## src/rtl/gate_test_sequencer.sv

```systemverilog
// gate_test_sequencer
//   Applies the four input vectors {a,b} = 00, 01, 10, 11 to a two-input gate.
//   Each vector is held for SETTLE cycles. The gate output y is compared with
//   the truth table latched at start, and the per-vector mismatches are reported.
//
// Parameters
//   SETTLE   : cycles each vector is held (1..15); y is sampled on the last one
//
// Ports
//   clk      : clock, rising edge
//   rst_n    : synchronous active-low reset
//   start    : run request (accepted in IDLE/DONE when abort is low)
//   abort    : cancel run / clear results, returns to IDLE
//   tt[3:0]  : expected truth table, tt[{a,b}] is the expected y
//   y        : output of the gate under test
//   a, b     : operands driven to the gate under test
//   busy     : high while vectors are being applied
//   done     : run completed, held until next accepted start or abort
//   pass     : high with done when no vector mismatched
//   err_mask : bit i set if vector i mismatched
//   err_cnt  : number of mismatching vectors (0..4)
module gate_test_sequencer #(
    parameter int SETTLE = 2
) (
    input  logic       clk,
    input  logic       rst_n,
    input  logic       start,
    input  logic       abort,
    input  logic [3:0] tt,
    input  logic       y,
    output logic       a,
    output logic       b,
    output logic       busy,
    output logic       done,
    output logic       pass,
    output logic [3:0] err_mask,
    output logic [2:0] err_cnt
);

    typedef enum logic [1:0] {IDLE, DRIVE, DONE} state_t;

    localparam logic [3:0] LAST = 4'(SETTLE - 1);

    state_t     state;
    logic [1:0] idx;
    logic [3:0] settle_cnt;
    logic [3:0] tt_lat;

    logic       mismatch;
    logic [3:0] mask_next;

    // Only meaningful on the sample cycle; the FSM ignores it otherwise.
    assign mismatch = (y != tt_lat[idx]);

    // Mask including the current sample, so pass can account for the final
    // vector in the same edge that enters DONE.
    always_comb begin
        mask_next = err_mask;
        if (mismatch) begin
            mask_next[idx] = 1'b1;
        end
    end

    always_ff @(posedge clk) begin
        if (!rst_n) begin
            state      <= IDLE;
            idx        <= 2'd0;
            settle_cnt <= 4'd0;
            tt_lat     <= 4'd0;
            a          <= 1'b0;
            b          <= 1'b0;
            busy       <= 1'b0;
            done       <= 1'b0;
            pass       <= 1'b0;
            err_mask   <= 4'd0;
            err_cnt    <= 3'd0;
        end else begin
            case (state)
                IDLE: begin
                    if (start && !abort) begin
                        state      <= DRIVE;
                        tt_lat     <= tt;
                        idx        <= 2'd0;
                        settle_cnt <= 4'd0;
                        {a, b}     <= 2'b00;
                        busy       <= 1'b1;
                        done       <= 1'b0;
                        pass       <= 1'b0;
                        err_mask   <= 4'd0;
                        err_cnt    <= 3'd0;
                    end
                end

                DRIVE: begin
                    if (abort) begin
                        state      <= IDLE;
                        idx        <= 2'd0;
                        settle_cnt <= 4'd0;
                        {a, b}     <= 2'b00;
                        busy       <= 1'b0;
                        done       <= 1'b0;
                        pass       <= 1'b0;
                        err_mask   <= 4'd0;
                        err_cnt    <= 3'd0;
                    end else if (settle_cnt == LAST) begin
                        // Last cycle of the hold: this is the only cycle y counts.
                        err_mask   <= mask_next;
                        settle_cnt <= 4'd0;
                        if (mismatch) begin
                            err_cnt <= err_cnt + 3'd1;
                        end
                        if (idx == 2'd3) begin
                            state  <= DONE;
                            idx    <= 2'd0;
                            {a, b} <= 2'b00;
                            busy   <= 1'b0;
                            done   <= 1'b1;
                            pass   <= (mask_next == 4'd0);
                        end else begin
                            idx    <= idx + 2'd1;
                            {a, b} <= idx + 2'd1;
                        end
                    end else begin
                        settle_cnt <= settle_cnt + 4'd1;
                    end
                end

                DONE: begin
                    if (abort) begin
                        state    <= IDLE;
                        done     <= 1'b0;
                        pass     <= 1'b0;
                        err_mask <= 4'd0;
                        err_cnt  <= 3'd0;
                    end else if (start) begin
                        state      <= DRIVE;
                        tt_lat     <= tt;
                        idx        <= 2'd0;
                        settle_cnt <= 4'd0;
                        {a, b}     <= 2'b00;
                        busy       <= 1'b1;
                        done       <= 1'b0;
                        pass       <= 1'b0;
                        err_mask   <= 4'd0;
                        err_cnt    <= 3'd0;
                    end
                end

                default: begin
                    state <= IDLE;
                end
            endcase
        end
    end

endmodule
```

## config.mk

```make
export PLATFORM = sky130hd
export DESIGN_NAME = gate_test_sequencer
export DESIGN_NICKNAME = d
export VERILOG_FILES = /design/src/rtl/gate_test_sequencer.sv
export SDC_FILE = /design/constraint.sdc
export NUM_CORES = 1
export LEC_CHECK = 0
export ABC_AREA = 1
export CAP_MARGIN = 20
export CORE_MARGIN = 2
export CORE_UTILIZATION = 35
export DETAILED_ROUTE_END_ITERATION = 7
export HOLD_SLACK_MARGIN = 0.1
export SYNTH_ARGS = -nofsm -noshare
export SYNTH_HDL_FRONTEND = slang
export SYNTH_SLANG_ARGS = --single-unit
```

## constraint.sdc

```tcl
create_clock -name clk -period 2.9 [get_ports clk]
set_clock_uncertainty 0.05 [all_clocks]
set_input_delay 0.29 -clock clk [delete_from_list [all_inputs] [get_ports clk]]
set_output_delay 0.29 -clock clk [all_outputs]
set_load 0.02 [all_outputs]
```

# == Word-level counts from Yosys, hierarchy flattened ==
# Cells that the tools add are included.
# totals
register_bits,24
latchBits,0
ramBits,0
rom_bits,0
output_inout_bits,12
wordCells,111
mem_count,0
# op_classes
addsub,3
n_mul,0
n_div,0
n_lt_le_gt_ge,2
eq_ne,12
shifts,0
n_mux,67
bitwise,1
n_reduce_logical,15
# ops
cell,n
2-to-1 mux 4 bit,12
2-to-1 mux 1 bit,24
2-to-1 mux 2 bit,12
one-hot mux 4 bit (3 select lines),2
2-to-1 mux 3 bit,6
AND reduction 4 bit,4
one-hot mux 1 bit (3 select lines),5
AND reduction 5 bit,3
"inequality test 3 bit, second input constant",4
one-hot mux 2 bit (3 select lines),2
one-hot mux 3 bit (3 select lines),1
one-hot mux 4 bit (2 select lines),1
"inequality test 2 bit, second input constant",3
AND reduction 6 bit,1
"adder 4 x 1 -> 4 bit, second input constant",1
"== test 2 bit, second input constant",2
"== test 4 x 1 -> 1 bit, second input constant",1
logical NOT 4 bit,1
bitwise OR 4 bit,1
"adder 3 x 1 -> 3 bit, second input constant",1
"less-than comparator 2 x 3 -> 1 bit, second input constant",1
nonzero test 3 bit,1
"adder 2 x 1 -> 2 bit, second input constant",1
binary-select mux 1 bit (select 2 bit),1
8 further kinds,9

# == Logic depth before layout (Yosys ltp) ==
# depth
ltp_word,11
depth_mapped,11

# == Worst setup path before layout ==
# Ideal clock, no wire load.
# synth_timing
kind,flip-flop to flip-flop
startpoint,register b (netlist name)
endpoint,register err_cnt[2]
setup_ps,132
t_arrival_ps,1337
setup_slack_ps,1381
stages_incl_launch_ff,12
period_less_slack_ps,1519
path_cell_list,dfxtp_1 > inv_2 > nand2_1 > nand3_1 > nand2_1 > nand2_1 > nand2_1 > inv_1 > o21ai_2 > inv_1 > nand2_1 > a21oi_1
# synth_lines
item,line,text
end signal: assignment,110,err_cnt <= err_cnt + 3'd1;
end: declaration,37,output logic [2:0] err_cnt

# == Worst setup path after layout ==
# layout_timing
startpoint,register b
endpoint,output port b
# layout_lines
item,line,text
start: declaration,32,"output logic b,"
start signal: assignment,121,"{a, b} <= idx + 2'd1;"
# No word-level cell between the ends.

==> impl_metrics.tcl <==
set metrics [dict create \
    drive_gt1_share_pct 10.4 \
    num_vias 1065 \
    synthMuxAreaShare_pct 0 \
    p_leak_nw 0.605 \
    worst_hold_slack_ns 0.417 \
    via_per_inst 4.69 \
    cp.arrival_ns 1.40 \
    period_share_pct 60.0 \
    outcome "finished, final reports clean" \
    synth_adder_area_share_pct 7.61 \
    crit_required_ns 2.56 \
    synth_compound_area_share_pct 13.5 \
    syn_inst 161 \
    crit_fanout 6 \
    grt_max_degree 13 \
    grt_pass1_vias 977 \
    start_util_pct 37.1 \
    num_rows 20 \
    numPortBuffers 20 \
    grt.total_usage_pct 15.2 \
    drv_cap 0 \
    gp_congestion 0.792 \
    fin_tns_setup_ns 0 \
    dr.pass1.iters 4 \
    synth_top_area_share_pct 38.3 \
    final_core_util_pct 45.9 \
    synth_top_family_by_area "simple AND/OR/NAND/NOR gates" \
    die_height_um 61.4 \
    antenna_found_initial 0 \
    die_w_um 61.4 \
    h-tree-depth 1 \
    start_kind "register" \
    slowest_stage "clkdlybuf4s50_1" \
    synth_area_leader_cell "dfxtp_1" \
    slew_viol_final 0 \
    cp_cell_sequence "clkdlybuf4s50_1" \
    hold_viol 0 \
    worstMarginPinSlew_ns 0.395 \
    synthesis.nets 177 \
    cts_num_sinks 22 \
    critical_path_class "reg2out" \
    grt_pass1_wl_um 4240 \
    drt_iter0_markers 36 \
    hold_class "reg2reg" \
    cts_setup_buffers 0 \
    ctsResizeCount 0 \
    synth_cell_type_count 23 \
    synth_simple_gate_area_share_pct 30.8 \
    cts_buffers 3 \
    yosysWarnings 0 \
    tritoncts "yes" \
    fin_nets 201 \
    period_needed_ns 1.74 \
    cts-root-buf "clkbuf_4" \
    synth-seq-cells 22 \
    core_mm2 0.00310 \
    wl_per_cell_um 10.9 \
    worst_path_largest_cell_delay_ns 0.64 \
    max_freq_mhz 575 \
    n_antenna_cell 0 \
    peakVddDrop_uv 214 \
    power_density_mw_per_mm2 415 \
    ys_top_cells_by_area "dfxtp_1 38%, nand2_1 9.5%, ha_1 7.6%" \
    ioPinCount 21 \
    synth_xor_xnor_area_share_pct 0.761 \
    drc 0 \
    grt_setup_unrepaired "no" \
    path_delay_family "buffers and inverters" \
    ys_seq_area_share_pct 38.3 \
    synth_area_mm2 0.00115 \
    postRouteAntennaNets 0 \
    relSlewSlack_pct 73.6 \
    clkLatencyLatePin_ns 0.31 \
    cts_hold_buf 0 \
    clkTransAtPathRegs_ns 0.12 \
    clk_path_buf_depth 2 \
    grt_overflow_total 0 \
    end_kind "output port" \
    p_total_mw 0.591 \
    crit_buf_inv 1 \
    dpl.hpwl_um 1940 \
    finalWirelength_um 2480 \
    synth.avg_cell_area_um2 7.15 \
    area_delta_synth_final_pct 23.8 \
    die-area_mm2 0.00376 \
    setup_violations 0 \
]
[area by class of cell]
type | count | area, um^2
multi-input cells | 111 | 606
flip-flops and latches | 22 | 440
clock buffers | 3 | 22.5
well taps | 44 | 55.1
repair buffers | 20 | 200
inverters | 27 | 101
fillers | 342 | 1680
[registers in the layout, indices dropped and copies added, names as in the netlist]
register,cells
pass,1
busy,1
tt_lat,4
state,2
err_cnt,3
settle_cnt,4
done,1
err_mask,4
a,1
b,1
[cells in the mapped netlist]
master,instances
nor2_2,4
or2_2,1
a22oi_1,2
inv_2,4
nor2_1,19
xor2_1,1
nor4_1,1
ha_1,7
o21ai_0,10
a21oi_1,11
dfxtp_1,22
nand4_1,3
o22ai_1,1
nor2_4,2
nand2_1,29
nand2_2,2
o21ai_2,1
inv_1,23
o21ai_1,1
nand2_4,2
a211oi_1,2
clkbuf_1,1
nand3_1,12
[final timing paths]
check / startpoint / endpoint / slack, ns / depth (start not counted)
hold reg to reg: done / done / 0.42 / 2
setup / recovery: b / b / 1.16 / 1
setup reg to reg: settle_cnt[0] / err_mask[1] / 1.28 / 8
hold / removal: done / done / 0.42 / 2
[per-stage QoR]
step / std cells / instance area, um^2 / setup slack [ns]
after floorplan: 161 / 1150 / 1.38
after global placement: 224 / 1400 / 1.04
after detailed placement: 224 / 1400 / 0.984
after CTS: 227 / 1430 / 1.15
after global routing: 227 / 1430 / 1.09
final: 227 / 1430 / 1.16
[layout by cell type (no fill, tap or decap)]
cell and instances:
a22oi_1 2, clkdlybuf4s50_1 20, or2_2 1, nand2_1 29, o21ai_2 1, xor2_1 1, dfxtp_1 22, nor2_4 2
o22ai_1 1, a211oi_1 2, clkbuf_4 3, inv_1 23, nor2_1 19, nand2_2 2, nor2_2 4, ha_1 7
o21ai_1 1, nand4_1 3, o21ai_0 10, nor4_1 1, nand2_4 2, nand3_1 12, inv_2 4, a21oi_1 11
[power breakdown]
group | switching [mW] | leakage (nW) | internal [mW]
Clock | 0.0910 | 0.0138 | 0.0486
Combinational | 0.0764 | 0.412 | 0.0492
Sequential | 0.0118 | 0.179 | 0.315
Total | 0.179 | 0.605 | 0.412
[layer usage]
| layer | part of all wire (%) | up-vias | track usage (%) |
|---|---|---|---|
| li1 | - | 562 | - |
| met3 | 3.1 | 5 | 1.89 |
| met1 | 51 | 478 | 19.7 |
| met2 | 44 | 20 | 25.2 |
| met5 | 0 | - | 0 |
| met4 | 2.0 | 0 | 7.29 |
[cells by family (layout without fill, tap and decap cells)]
logic type	count (synthesis)	in the layout
flip-flops	22	22
AND/OR/NAND/NOR	75	75
buffers and inverters	28	50
XOR/XNOR	1	1
adder cells (fa/ha/maj)	7	7
AO/OA/AOI/OAI	28	28
Note: power is estimated with default switching activity, not from simulation.
